===== src/rtl/crank_wheel_emulator.sv =====
// N-M toothed crank wheel generator: square tooth train of period P with M missing teeth per revolution.
// Latency: 1 clk from enable sampled high to the tooth 0 rise. No backpressure; free-running while enabled.
module crank_wheel_emulator #(
  parameter int WIDTH  = 24,
  parameter int TWIDTH = 8
) (
  input  logic              clk,
  input  logic              n_rst,
  input  logic              enable,
  input  logic [WIDTH-1:0]  tooth_period,
  input  logic [TWIDTH-1:0] teeth_total,
  input  logic [TWIDTH-1:0] teeth_missing,
  output logic              crank,
  output logic [TWIDTH-1:0] tooth_num,
  output logic              gap_active,
  output logic              rev_strobe,
  output logic              cfg_err
);

  typedef enum logic [1:0] {IDLE, TOOTH_HI, TOOTH_LO, GAP} state_t;

  state_t            state, state_d;
  logic [WIDTH-1:0]  cnt, cnt_d, p_reg, p_d, p_in, lo_len;
  logic [TWIDTH-1:0] n_reg, n_d, m_reg, m_d, miss, miss_d, tooth_d, last_tooth;
  logic              crank_d, gap_d, rev_d, cfg_err_d, cfg_ok;

  assign p_in       = (tooth_period < WIDTH'(2)) ? WIDTH'(2) : tooth_period;
  assign cfg_ok     = (teeth_total >= TWIDTH'(2)) && (teeth_missing >= TWIDTH'(1)) &&
                      (teeth_missing < teeth_total);
  assign lo_len     = p_reg - (p_reg >> 1);
  assign last_tooth = n_reg - m_reg - TWIDTH'(1);

  always_ff @(posedge clk or negedge n_rst) begin
    if (!n_rst) begin
      state      <= IDLE;
      cnt        <= '0;
      p_reg      <= '0;
      n_reg      <= '0;
      m_reg      <= '0;
      miss       <= '0;
      tooth_num  <= '0;
      crank      <= 1'b0;
      gap_active <= 1'b0;
      rev_strobe <= 1'b0;
      cfg_err    <= 1'b0;
    end else begin
      state      <= state_d;
      cnt        <= cnt_d;
      p_reg      <= p_d;
      n_reg      <= n_d;
      m_reg      <= m_d;
      miss       <= miss_d;
      tooth_num  <= tooth_d;
      crank      <= crank_d;
      gap_active <= gap_d;
      rev_strobe <= rev_d;
      cfg_err    <= cfg_err_d;
    end
  end

  always_comb begin
    state_d   = state;
    cnt_d     = cnt;
    p_d       = p_reg;
    n_d       = n_reg;
    m_d       = m_reg;
    miss_d    = miss;
    tooth_d   = tooth_num;
    crank_d   = crank;
    gap_d     = gap_active;
    rev_d     = 1'b0;
    cfg_err_d = cfg_err;
    case (state)
      IDLE: begin
        cfg_err_d = !cfg_ok;
        crank_d   = 1'b0;
        gap_d     = 1'b0;
        tooth_d   = '0;
        if (enable && cfg_ok) begin
          state_d = TOOTH_HI;
          crank_d = 1'b1;
          rev_d   = 1'b1;
          p_d     = p_in;
          n_d     = teeth_total;
          m_d     = teeth_missing;
          cnt_d   = (p_in >> 1) - WIDTH'(1);
        end
      end
      TOOTH_HI: begin
        if (cnt == '0) begin
          state_d = TOOTH_LO;
          crank_d = 1'b0;
          cnt_d   = lo_len - WIDTH'(1);
        end else begin
          cnt_d = cnt - WIDTH'(1);
        end
      end
      TOOTH_LO: begin
        if (cnt != '0) begin
          cnt_d = cnt - WIDTH'(1);
        end else if (tooth_num < last_tooth) begin
          state_d = TOOTH_HI;
          tooth_d = tooth_num + TWIDTH'(1);
          crank_d = 1'b1;
          p_d     = p_in;
          cnt_d   = (p_in >> 1) - WIDTH'(1);
        end else begin
          // Gap length is M whole periods: cnt times one period, miss counts periods.
          state_d = GAP;
          gap_d   = 1'b1;
          p_d     = p_in;
          cnt_d   = p_in - WIDTH'(1);
          miss_d  = m_reg - TWIDTH'(1);
        end
      end
      GAP: begin
        if (cnt != '0) begin
          cnt_d = cnt - WIDTH'(1);
        end else if (miss != '0) begin
          miss_d = miss - TWIDTH'(1);
          cnt_d  = p_reg - WIDTH'(1);
        end else begin
          state_d = TOOTH_HI;
          tooth_d = '0;
          crank_d = 1'b1;
          rev_d   = 1'b1;
          gap_d   = 1'b0;
          p_d     = p_in;
          cnt_d   = (p_in >> 1) - WIDTH'(1);
          // A bad wheel config mid-run is ignored; the last good N/M stays in force.
          if (cfg_ok) begin
            n_d = teeth_total;
            m_d = teeth_missing;
          end
        end
      end
      default: state_d = IDLE;
    endcase
    if (state != IDLE && !enable) begin
      state_d = IDLE;
      crank_d = 1'b0;
      gap_d   = 1'b0;
      rev_d   = 1'b0;
      tooth_d = '0;
      cnt_d   = '0;
      miss_d  = '0;
    end
  end

endmodule


===== config.mk =====
export PLATFORM = sky130hd
export DESIGN_NAME = crank_wheel_emulator
export DESIGN_NICKNAME = d
export VERILOG_FILES = /design/src/rtl/crank_wheel_emulator.sv
export SDC_FILE = /design/constraint.sdc
export NUM_CORES = 1
export LEC_CHECK = 0
export ABC_AREA = 1
export CAP_MARGIN = 20
export CORE_ASPECT_RATIO = 0.6
export CORE_MARGIN = 1
export CORE_UTILIZATION = 25
export DETAILED_ROUTE_END_ITERATION = 10
export MAX_ROUTING_LAYER = met4
export PLACE_DENSITY = 0.41
export SYNTH_ARGS = -nofsm -noshare
export SYNTH_HDL_FRONTEND = slang
export SYNTH_SLANG_ARGS = --single-unit

===== constraint.sdc =====
create_clock -name clk -period 3.05 [get_ports clk]
set_input_delay 0.61 -clock clk [delete_from_list [all_inputs] [get_ports clk]]
set_output_delay 0.61 -clock clk [all_outputs]
set_load 0.02 [all_outputs]

# == Word level (Yosys, flattened, before mapping) ==
# Index checks and enable logic that the tools add are counted.
# classes
order_cmp,5
n_reduce_logical,22
addsub,11
n_eq_ne,16
n_mux,62
# ops
operator,n
24-bit two-way mux,12
8-bit two-way mux,18
24-bit one-hot mux with 4 select lines,1
"24-bit by 1-bit subtractor with 24-bit output, second input constant",4
24-bit one-hot mux with 3 select lines,1
8-bit one-hot mux with 2 select lines,3
5-bit AND reduction,7
24-bit logical NOT,1
"24-bit by 2-bit < comparator with 1-bit output, second input constant",1
"3-bit inequality test, second input constant",8
8-bit one-hot mux with 3 select lines,1
24-bit nonzero test,1
"23-bit by 1-bit subtractor with 24-bit output, second input constant",1
24-bit by 23-bit subtractor with 24-bit output,1
"8-bit by 1-bit subtractor with 8-bit output, second input constant",3
8-bit < comparator,2
1-bit two-way mux,15
2-bit two-way mux,7
"2-bit inequality test, second input constant",5
"8-bit by 1-bit adder with 8-bit output, second input constant",1
"8-bit by 1-bit >= comparator with 1-bit output, second input constant",1
"8-bit by 2-bit >= comparator with 1-bit output, second input constant",1
2-bit one-hot mux with 4 select lines,1
8-bit nonzero test,1
other kinds (12),19
# totals
reg_bits,86
out_inout_bits,12
wordCells,127

# == Depth between registers and ports, before layout ==
# Gate-level depths: netlist of the first run.
# logic_depth
depth_word,7
mapped_depth,24
depth_no_buf,23

# == Worst setup path after synthesis of the first run ==
# OpenSTA, ideal clock, no wires.
# synth_path
path_type,register -> register
start,register n_reg[2]
end,register cnt[21]
period_less_slack_ns,3.187
setup_time_ns,0.119
setup_slack_ns,-0.137
stages_incl_launch_ff,23
t_required_ns,2.931
path_buffers,2
t_arrival_ns,3.068
cell_sequence,dfrtp_1 -> ha_1 -> a21oi_1 -> nand2_1 -> a21oi_1 -> o21ai_0 -> a21o_1 -> a21oi_1 -> xor2_1 -> ha_1 -> a21o_1 -> a21oi_1 -> nand2_1 -> nand2_1 -> inv_1 -> buf_4 -> buf_4 -> nand3_1 -> nand2_1 -> nor2_1 -> nand2_1 -> nand2_1 -> nand2_1
# synth_via
elab_chain_cells,7
# synth_lines
item,line,text
"start, declared",24,"logic [TWIDTH-1:0] n_reg, n_d, m_reg, m_d, miss, miss_d, tooth_d, last_tooth;"
"start signal, assigned",50,n_reg <= n_d;
8-bit subtractor,31,assign last_tooth = n_reg - m_reg - TWIDTH'(1);
8-bit by 1-bit subtractor with 8-bit output,31,
8-bit < comparator,101,end else if (tooth_num < last_tooth) begin
24-bit two-way mux,101,
24-bit two-way mux,99,if (cnt != '0) begin
24-bit one-hot mux with 4 select lines,73,case (state)
24-bit two-way mux,139,if (state != IDLE && !enable) begin
"end signal, assigned",48,cnt <= cnt_d;
"end, declared",23,"logic [WIDTH-1:0] cnt, cnt_d, p_reg, p_d, p_in, lo_len;"
# No other way between the ends.
# A chain may end at the register's enable or synchronous reset.

# == Worst setup path after layout of the first run ==
# layout_path
start,register m_reg[2]
end,register cnt[2]
# layout_via
elab_chain_cells,7
# layout_lines
item,line,text
"start, declared",24,
"start signal, assigned",51,m_reg <= m_d;
8-bit subtractor,31,
8-bit by 1-bit subtractor with 8-bit output,31,
8-bit < comparator,101,
24-bit two-way mux,101,
24-bit two-way mux,99,
24-bit one-hot mux with 4 select lines,73,
24-bit two-way mux,139,
# No other way between the ends.

==> run_results.csv, run 1 <==
group,metric,value,unit
place,final_replace_weighted_congestion,0.9877,
floorplanning,core,38060,sq um
global_route,vias_in_the_first_global_route,10010,
detailed_routing,vias_per_cell,4.762,
sta,rsz0062_at_grt,"true",
layout,post-route-util,33.17,%
setup_path,rr_startpoint,"m_reg[2]",
logic_synthesis,ys_seq_area_share,22.09,%
sta,tightestPinTransition,0.5760,ns
sta,finalCritPeriodShare,111.4,%
cts,clk-insertion-delay-late,0.38,ns
layout,layout.filler_cells,4178,
setup_path,critical_path_arrival,3.71,ns
layout,mostFrequentLayoutCell,"sky130_fd_sc_hd__nand2_1",
place,number_of_port_buffers,54,
min_path,timing.hold.worst.class,"in -> async",
global_route,grt_antenna_before_repair,1,
layout,layout-drive-gt1-share,15.93,%
setup_path,endpoint_required_time_on_the_critical_path,3.36,ns
cts,clock_sink_count,86,
logic_synthesis,synthArstFlopShare,100.0,%
logic_synthesis,post_synth_main_area_contributors,"sky130_fd_sc_hd__dfrtp_1 22%, sky130_fd_sc_hd__nand2_1 18%, sky130_fd_sc_hd__ha_1 10%, sky130_fd_sc_hd__inv_1 9.1%, sky130_fd_sc_hd__nand3_1 6.7%",
sta,drv_slew,0,
cts,cts.path.max_buffers,2,
detailed_routing,drtPass1Iterations,6,
place,dpl.cell_count,2272,
setup_path,setup.worst_path.class,"reg -> reg",
global_route,global_route_overflow,0,
sta,min_period,3.397,ns
detailed_routing,drcViolationCount,0,
layout,finish.cell_count_without_fillers,2302,
setup_path,setup.worst_path.end_class,"flip-flop",
sta,hold_viol,0,
cts,clock_tree.root_cell,"sky130_fd_sc_hd__clkbuf_16",
global_route,groute.usage.overall,22.55,%
floorplanning,fp-row-count,55,
sta,final_critical_path_setup_slack,-0.3474,ns
logic_synthesis,synth_top_flop_cell,"sky130_fd_sc_hd__dfrtp_1",
logic_synthesis,yosys.area.top_type,"sky130_fd_sc_hd__dfrtp_1",
layout,fin_nets,1908,
logic_synthesis,syn_area,9743,sq um
floorplanning,total_i_o_pin_count,55,
cts,cts.hold.buffers_added,0,
detailed_routing,ant_nets,0,
setup_path,worstSetupStartpoint,"m_reg[2]",
logic_synthesis,ys_ff_latch,86,
sta,finalSetupViolations,41,
place,hpwl_after_detailed_placement,36.32,mm
floorplanning,die_area,39790,sq um
floorplanning,initial_cell_density_of_the_core,25.60,%
detailed_routing,post_drt_wl_per_cell,18.71,microns
detailed_routing,num_vias,10960,
power_and_ir_drop,p_leak,0.006328,uW
sta,worst_slew_margin_rel,61.60,%
layout,final_area,12620,sq um
detailed_routing,route.final.wire_length,43.07,mm
logic_synthesis,synth_edf_count,0,
run,drv_cap,0,
layout,layout_area_overhead,29.56,%
sta,max_clock_freq,294.3,MHz
power_and_ir_drop,peakVddDrop,0.0004143,V
power_and_ir_drop,pwr_density_cell,996.5,nW/um^2
setup_path,start_kind,"flip-flop",
cts,cts.htree.levels,3,
place,detailed_place.area,11960,sq um
floorplanning,chipHeight,154.9,microns
logic_synthesis,postSynthNetCount,1708,
layout,antennaDiodeCount,0,
sta,finalClockSkew,0.01243,ns
cts,path_clk_slew,0.07,ns
logic_synthesis,synthesis.instances,1584,
logic_synthesis,synthDistinctLibCells,46,
setup_path,critical_path_peak_fanout,5,
logic_synthesis,ys_warn_count,0,
outcome,status,"complete, but fails checks",
logic_synthesis,synth.top_cell.area_share,22.09,%
global_route,grt_max_degree,49,
layout,most-common-layout-cells,"461 x sky130_fd_sc_hd__nand2_1, 234 x sky130_fd_sc_hd__inv_1, 155 x sky130_fd_sc_hd__nor2_1",
floorplanning,die_x,256.9,microns
cts,cts_made_buffers,9,
outcome,violations_in_the_final_reports,"negative setup slack",
cts,tritoncts_clock_tree,"built",
detailed_routing,drt_iter0_drc,1200,
global_route,grt_pass1_wl,64.15,mm
logic_synthesis,synthesis.area_per_instance,6.151,sq um
final timing paths:
kind	end	slack, ns	cells past startpoint
setup / recovery	cnt[2]	-0.35	22
hold reg to reg	miss[4]	0.48	2
min in group clk	miss[4]	0.48	2
setup reg to reg	cnt[2]	-0.35	22
max in group asynchronous	cnt[3]	2.12	2
hold / removal	p_reg[0]	0.22	1
metrics by stage:
step                      hold WS [ns]  worst slack (ns)  TNS, ns  power (uW)
after floorplan                 0.3144          0.007168        0        7900
after global placement          0.4666           -0.6758   -15.90       11060
after detailed placement        0.4678           -0.5878   -14.60       11030
after CTS                       0.2375           -0.3535   -9.051       12470
after global routing            0.2470           -0.5881   -17.38       13780
final                           0.2197           -0.3474   -8.184       12580
cell families after synthesis:
family	synth area share, %
adders and majority gates	10.56
xor gates and xnor gates	5.034
DFF	22.09
and+or+nand+nor	38.59
AOI/OAI and AO/OA	12.24
buffers and inverters	11.49
timing repair:
action | 4_1_cts | 5_1_grt
pin swaps | 22 | 14
setup buffers | 12 | 3
endpoints found under the setup margin | 43 | 43
gates resized for setup | 53 | 19
layer usage:
metal	share of wire, %	global-route usage (%)	vias to the layer above
li1	-	-	5462
met1	56	36.80	5087
met2	35	27.63	385
met3	7.9	3.894	29
met4	1.0	3.571	0
met5	0	-	-
worst max-delay path, cell delays in order, from the launching register on:
cell,delay (ns)
sky130_fd_sc_hd__dfrtp_1,0.39
sky130_fd_sc_hd__inv_2,0.08
sky130_fd_sc_hd__ha_4,0.20
sky130_fd_sc_hd__a21oi_2,0.14
sky130_fd_sc_hd__nand2_2,0.08
sky130_fd_sc_hd__a21oi_2,0.15
sky130_fd_sc_hd__o21ai_2,0.08
sky130_fd_sc_hd__a21o_1,0.17
sky130_fd_sc_hd__a21oi_2,0.16
sky130_fd_sc_hd__xor2_2,0.22
sky130_fd_sc_hd__ha_1,0.28
sky130_fd_sc_hd__a21o_1,0.18
sky130_fd_sc_hd__a21oi_2,0.16
sky130_fd_sc_hd__nand3_2,0.13
sky130_fd_sc_hd__nand2_4,0.15
sky130_fd_sc_hd__clkinvlp_4,0.13
sky130_fd_sc_hd__buf_12,0.16
sky130_fd_sc_hd__buf_12,0.12
sky130_fd_sc_hd__nor2_4,0.07
sky130_fd_sc_hd__o22ai_2,0.08
sky130_fd_sc_hd__nand2_1,0.07
sky130_fd_sc_hd__nand2_1,0.06
sky130_fd_sc_hd__nand2_1,0.06
area by class of cell:
cell class,count,area [sq um],share of cell area (%)
Clock buffer,10,229.0,1.814
Clock inverter,6,46.29,0.3667
Inverter,246,939.7,7.444
Multi-Input combinational cell,1223,6706,53.13
Sequential cell,86,2152,17.05
Tap cell,513,641.9,5.085
Timing Repair Buffer,218,1908,15.12
synthesized netlist by cell type (7+ instances only):
master,n
sky130_fd_sc_hd__clkbuf_1,7
sky130_fd_sc_hd__nand2_1,475
sky130_fd_sc_hd__o21ai_1,42
sky130_fd_sc_hd__nand2_2,10
sky130_fd_sc_hd__nor2_2,17
sky130_fd_sc_hd__xor2_1,45
sky130_fd_sc_hd__xnor2_1,11
sky130_fd_sc_hd__inv_1,237
sky130_fd_sc_hd__nor3_1,16
sky130_fd_sc_hd__ha_1,79
sky130_fd_sc_hd__o21ai_0,74
sky130_fd_sc_hd__buf_2,9
sky130_fd_sc_hd__buf_4,7
sky130_fd_sc_hd__nand4_1,32
sky130_fd_sc_hd__a21oi_1,61
sky130_fd_sc_hd__nor2_1,158
sky130_fd_sc_hd__dfrtp_1,86
sky130_fd_sc_hd__nand3_1,131
power breakdown:
| part | switching, uW | leakage [uW] | internal, uW |
|---|---|---|---|
| combinational | 6000 | 0.00510 | 3290 |
| clock | 551 | 0.000135 | 560 |
| sequential | 542 | 0.00109 | 1630 |
No activity file was read; power rests on OpenSTA's default activity.
==> run 2: changes to the inputs <==
--- a/config.mk
+++ b/config.mk
@@ -16,3 +16,4 @@
 export SYNTH_ARGS = -nofsm -noshare
 export SYNTH_HDL_FRONTEND = slang
 export SYNTH_SLANG_ARGS = --single-unit
+export TNS_END_PERCENT = 50
==> run 2 against run 1 <==
Setup slack worse by 0.019 ns. The flow still finishes with violations (negative setup slack). Non-clock buffer count grew 4. Combinational power about the same. Critical path depth fell by 1. Largest power group unchanged. Largest cell class unchanged. Global-route usage hardly changed.
==> run_results.csv, run 2 (synthesis results as in run 1) <==
group,metric,value,unit
outcome,status,"complete, but fails checks",
outcome,violations_in_the_final_reports,"negative setup slack",
cts,path_clk_slew,0.07,ns
cts,clock_sink_count,86,
layout,antennaDiodeCount,0,
global_route,grt_max_degree,49,
power_and_ir_drop,peakVddDrop,0.0004111,V
cts,cts.path.max_buffers,2,
setup_path,critical_path_arrival,3.73,ns
detailed_routing,drt_iter0_drc,1095,
cts,cts.hold.buffers_added,0,
layout,layout-drive-gt1-share,15.95,%
cts,clk-insertion-delay-late,0.38,ns
layout,most-common-layout-cells,"464 x sky130_fd_sc_hd__nand2_1, 234 x sky130_fd_sc_hd__inv_1, 155 x sky130_fd_sc_hd__nor2_1",
setup_path,setup.worst_path.end_class,"flip-flop",
layout,fin_nets,1912,
setup_path,critical_path_peak_fanout,5,
floorplanning,die_area,39790,sq um
sta,min_period,3.416,ns
global_route,grt_pass1_wl,64.13,mm
sta,tightestPinTransition,0.5879,ns
sta,finalCritPeriodShare,112.0,%
sta,hold_viol,0,
floorplanning,core,38060,sq um
detailed_routing,ant_nets,0,
cts,clock_tree.root_cell,"sky130_fd_sc_hd__clkbuf_16",
layout,mostFrequentLayoutCell,"sky130_fd_sc_hd__nand2_1",
run,drv_cap,0,
floorplanning,initial_cell_density_of_the_core,25.60,%
floorplanning,chipHeight,154.9,microns
sta,drv_slew,0,
min_path,timing.hold.worst.class,"in -> async",
detailed_routing,post_drt_wl_per_cell,18.83,microns
layout,final_area,12680,sq um
sta,finalClockSkew,0.01149,ns
cts,cts.htree.levels,3,
setup_path,start_kind,"flip-flop",
place,number_of_port_buffers,54,
cts,cts_made_buffers,9,
setup_path,rr_startpoint,"m_reg[2]",
detailed_routing,drcViolationCount,0,
sta,rsz0062_at_grt,"true",
global_route,vias_in_the_first_global_route,10020,
layout,layout.filler_cells,4173,
global_route,global_route_overflow,0,
cts,tritoncts_clock_tree,"built",
place,dpl.cell_count,2272,
detailed_routing,num_vias,11010,
power_and_ir_drop,pwr_density_cell,995.0,nW/um^2
layout,layout_area_overhead,30.11,%
sta,max_clock_freq,292.7,MHz
detailed_routing,vias_per_cell,4.772,
place,detailed_place.area,11960,sq um
sta,worst_slew_margin_rel,60.81,%
floorplanning,die_x,256.9,microns
floorplanning,total_i_o_pin_count,55,
place,final_replace_weighted_congestion,0.9877,
setup_path,worstSetupStartpoint,"m_reg[2]",
floorplanning,fp-row-count,55,
sta,finalSetupViolations,42,
detailed_routing,route.final.wire_length,43.42,mm
setup_path,endpoint_required_time_on_the_critical_path,3.37,ns
layout,finish.cell_count_without_fillers,2306,
place,hpwl_after_detailed_placement,36.32,mm
power_and_ir_drop,p_leak,0.006359,uW
setup_path,setup.worst_path.class,"reg -> reg",
global_route,groute.usage.overall,22.53,%
sta,final_critical_path_setup_slack,-0.3662,ns
global_route,grt_antenna_before_repair,1,
detailed_routing,drtPass1Iterations,6,
## run 2: cell types whose count changed in the layout (fill, tap and decap cells not counted), sizes merged
cell    change
buf         +3
clkbuf      +1
## run 2: power by group
group	total, uW	internal, uW	switching [uW]
registers	2170	1630	541
clock network	1110	560	551
logic	9330	3310	6020
## run 2: worst paths after layout
kind | cells past startpoint | slack (ns) | to
max in group asynchronous | 2 | 2.14 | state[0]
setup reg to reg | 21 | -0.37 | cnt[4]
hold / removal | 1 | 0.22 | p_reg[0]
hold reg to reg | 2 | 0.49 | miss[4]
setup / recovery | 21 | -0.37 | cnt[4]
min in group clk | 2 | 0.49 | miss[4]
## run 2: critical path, stage by stage (launching register included)
cell and delay, ns:
sky130_fd_sc_hd__dfrtp_1 0.39, sky130_fd_sc_hd__inv_2 0.08, sky130_fd_sc_hd__ha_4 0.20, sky130_fd_sc_hd__a21oi_2 0.14, sky130_fd_sc_hd__nand2_2 0.08, sky130_fd_sc_hd__a21oi_2 0.15
sky130_fd_sc_hd__o21ai_2 0.08, sky130_fd_sc_hd__a21o_1 0.17, sky130_fd_sc_hd__a21oi_2 0.16, sky130_fd_sc_hd__xor2_2 0.21, sky130_fd_sc_hd__ha_1 0.28, sky130_fd_sc_hd__a21o_1 0.18
sky130_fd_sc_hd__a21oi_2 0.16, sky130_fd_sc_hd__nand3_2 0.14, sky130_fd_sc_hd__nand2_4 0.15, sky130_fd_sc_hd__clkinvlp_4 0.13, sky130_fd_sc_hd__buf_12 0.16, sky130_fd_sc_hd__o211ai_1 0.21
sky130_fd_sc_hd__nand2_1 0.09, sky130_fd_sc_hd__nand2_1 0.06, sky130_fd_sc_hd__nand2_1 0.06, sky130_fd_sc_hd__nand2_1 0.05
## run 2: through the flow
stage / worst slack [ns] / TNS, ns / power (uW) / utilization (%) / hold WS (ns)
2_1_floorplan: 0.007168 / 0 / 7900 / - / 0.3144
5_1_grt: -0.5968 / -18.52 / 13800 / 33.31 / 0.2498
3_5_place_dp: -0.5878 / -14.60 / 11030 / 31.44 / 0.4678
4_1_cts: -0.3535 / -8.602 / 12460 / 32.83 / 0.2375
6_report: -0.3662 / -9.415 / 12610 / 33.31 / 0.2208
3_3_place_gp: -0.6758 / -15.90 / 11060 / 31.44 / 0.4666
## run 2: routing by layer
metal	routed length (microns)	global-route usage [%]
met1	24010	36.76
met2	15430	27.57
met3	3572	3.894
met4	407	3.628
met5	0	-
## run 2: area by class of cell
class	instances	area, sq um	share of cell area [%]
well taps	513	641.9	5.063
clock buffers	10	229.0	1.806
multi-input cells	1223	6709	52.92
flip-flops and latches	86	2152	16.98
repair buffers	222	1959	15.46
inverters	246	939.7	7.412
clock inverters	6	46.29	0.3652
## run 2: repair_timing
action,in CTS,in global routing
pin swaps,16,37
buffers inserted,9,8
setup endpoints to repair,43,43
resized for setup,48,26
gates cloned,0,1
==> run 3: changes to the inputs <==
--- a/config.mk
+++ b/config.mk
@@ -13,6 +13,7 @@
 export DETAILED_ROUTE_END_ITERATION = 10
 export MAX_ROUTING_LAYER = met4
 export PLACE_DENSITY = 0.41
+export SKIP_LAST_GASP = 1
 export SYNTH_ARGS = -nofsm -noshare
 export SYNTH_HDL_FRONTEND = slang
 export SYNTH_SLANG_ARGS = --single-unit
==> run 3 against run 2 <==
The run still ends with negative setup slack left. Sequential power barely moved. Maximum frequency fell by 0.13%. Global-route usage barely moved. Critical endpoint is now tooth_num[0]. Combinational power fell by 0.4%. Critical path depth rose by 2. Worst hold slack barely moved. Via count rose by 0.39%. Power fell by 0.29%. Non-clock buffer count fell by 1.
==> run_results.csv, run 3 (synthesis results as in run 1) <==
group,metric,value,unit
floorplanning,chipHeight,154.9,microns
global_route,groute.usage.overall,22.52,%
place,place_ws,-0.5878,ns
sta,worst_slew_margin_rel,61.27,%
layout,layout.filler_cells,4173,
power_and_ir_drop,finalPower,12580,uW
run,drv_cap,0,
setup_path,endpoint_required_time_on_the_critical_path,3.31,ns
power_and_ir_drop,peakVddDrop,0.0004125,V
min_path,timing.hold.worst.class,"in -> async",
sta,finalCritPeriodShare,112.1,%
detailed_routing,dr.max_layer_used,"met4",
detailed_routing,drt_iter0_drc,1118,
power_and_ir_drop,pwr_density_cell,994.3,nW/um^2
detailed_routing,ant_nets,0,
detailed_routing,num_vias,11050,
global_route,grt_antenna_before_repair,1,
setup_path,start_kind,"flip-flop",
setup_path,rrSetupSlack,-0.37,ns
sta,final_critical_path_setup_slack,-0.3705,ns
sta,max_clock_freq,292.4,MHz
detailed_routing,drtPass1Iterations,5,
sta,hold_viol,0,
detailed_routing,vias_per_cell,4.793,
sta,min_period,3.421,ns
floorplanning,initial_cell_density_of_the_core,25.60,%
global_route,grt_max_degree,49,
setup_path,setup.worst_path.end_class,"flip-flop",
setup_path,setup.worst_path.class,"reg -> reg",
layout,layout-drive-gt1-share,15.85,%
sta,rsz0062_at_grt,"true",
cts,cts.path.max_buffers,2,
layout,layout_area_overhead,29.83,%
place,hpwl_after_detailed_placement,36.32,mm
floorplanning,core,38060,sq um
cts,path_clk_slew,0.07,ns
sta,drv_slew,0,
sta,tightestPinTransition,0.5809,ns
place,number_of_port_buffers,54,
layout,multi_input_area,6696,sq um
power_and_ir_drop,p_leak,0.006347,uW
detailed_routing,wl_met2,15.39,mm
layout,antennaDiodeCount,0,
layout,fin_nets,1911,
sta,finalSetupViolations,41,
layout,post-route-util,33.24,%
cts,clock_tree.root_cell,"sky130_fd_sc_hd__clkbuf_16",
cts,tritoncts_clock_tree,"built",
layout,sequential_cell_area,2152,sq um
setup_path,critical_path_arrival,3.68,ns
layout,mostFrequentLayoutCell,"sky130_fd_sc_hd__nand2_1",
setup_path,critical_path_peak_fanout,7,
floorplanning,total_i_o_pin_count,55,
cts,cts_made_buffers,9,
outcome,violations_in_the_final_reports,"negative setup slack",
detailed_routing,drcViolationCount,0,
cts,cts.hold.buffers_added,0,
global_route,global_route_overflow,0,
floorplanning,die_area,39790,sq um
outcome,status,"complete, but fails checks",
place,final_replace_weighted_congestion,0.9877,
detailed_routing,post_drt_wl_per_cell,18.85,microns
floorplanning,die_x,256.9,microns
cts,clk-insertion-delay-late,0.38,ns
sta,finalClockSkew,0.01154,ns
detailed_routing,route.met3.wl,3.771,mm
detailed_routing,routedLengthMet1,23.83,mm
cts,cts.htree.levels,3,
detailed_routing,route.final.wire_length,43.44,mm
global_route,grt_pass1_wl,64.11,mm
layout,most-common-layout-cells,"465 x sky130_fd_sc_hd__nand2_1, 234 x sky130_fd_sc_hd__inv_1, 155 x sky130_fd_sc_hd__nor2_1",
global_route,vias_in_the_first_global_route,10020,
floorplanning,fp-row-count,55,
cts,clock_sink_count,86,
==> run 3: cell count changes in the layout (fill, tap and decap cells not counted), sizes merged <==
cell  delta
buf      -1
==> run 3: worst paths after layout <==
path | from | endpoint | cells after the start
worst max-delay path | m_reg[2] | tooth_num[0] | 23
worst min-delay path | n_rst | p_reg[0] | 1
worst max register to register | m_reg[2] | tooth_num[0] | 23
worst min register to register | miss[4] | miss[4] | 2
max in group asynchronous | n_rst | state[0] | 2
min in group clk | miss[4] | miss[4] | 2
==> run 3: repair_timing <==
item | CTS | global route
pin swaps | 15 | 37
endpoints found under the setup margin | 43 | 43
gates cloned | 0 | 1
gates resized for setup | 34 | 33
setup buffers | 9 | 8
==> run 3: through the flow <==
step | TNS [ns] | cell area (sq um) | std cells | hold slack, ns
after floorplan | 0 | 9762 | 1584 | 0.3144
after global placement | -15.90 | 11960 | 2272 | 0.4666
after detailed placement | -14.60 | 11960 | 2272 | 0.4678
after CTS | -8.908 | 12450 | 2297 | 0.2375
after global routing | -19.13 | 12650 | 2305 | 0.2498
final | -10.05 | 12650 | 2305 | 0.2208
==> run 3: final cells by class <==
cell class / instances / share of cell area, %
clock buffers: 10 / 1.810
clock inverters: 6 / 0.3660
inverters: 246 / 7.428
multi-input cells: 1223 / 52.94
flip-flops and latches: 86 / 17.01
well taps: 513 / 5.074
repair buffers: 221 / 15.37
==> run 3: worst max-delay path, cell delays in order, from the launching register on <==
cell,delay (ns)
sky130_fd_sc_hd__dfrtp_1,0.39
sky130_fd_sc_hd__inv_2,0.08
sky130_fd_sc_hd__ha_4,0.20
sky130_fd_sc_hd__a21oi_2,0.14
sky130_fd_sc_hd__nand2_2,0.08
sky130_fd_sc_hd__a21oi_2,0.15
sky130_fd_sc_hd__o21ai_2,0.08
sky130_fd_sc_hd__a21o_1,0.17
sky130_fd_sc_hd__a21oi_2,0.16
sky130_fd_sc_hd__xor2_2,0.11
sky130_fd_sc_hd__ha_1,0.31
sky130_fd_sc_hd__nand2_1,0.07
sky130_fd_sc_hd__nor2_1,0.18
sky130_fd_sc_hd__nand2_1,0.14
sky130_fd_sc_hd__nand2_2,0.12
sky130_fd_sc_hd__nand2_2,0.08
sky130_fd_sc_hd__inv_4,0.14
sky130_fd_sc_hd__clkbuf_16,0.20
sky130_fd_sc_hd__nand2_8,0.07
sky130_fd_sc_hd__nand2_8,0.11
sky130_fd_sc_hd__inv_8,0.04
sky130_fd_sc_hd__buf_4,0.13
sky130_fd_sc_hd__nand3_1,0.05
sky130_fd_sc_hd__o21ai_0,0.08
==> run 3: metal layers <==
metal  GRT usage, %  vias to the layer above
met5              -                        -
met3          3.894                       29
met4          3.628                        0
met1          36.76                     5134
met2          27.55                      422
li1               -                     5463
==> run 3: power by group <==
group          switching [uW]  internal, uW
Clock                     550           560
Combinational            6000          3290
Sequential                545          1630
Total                    7090          5480
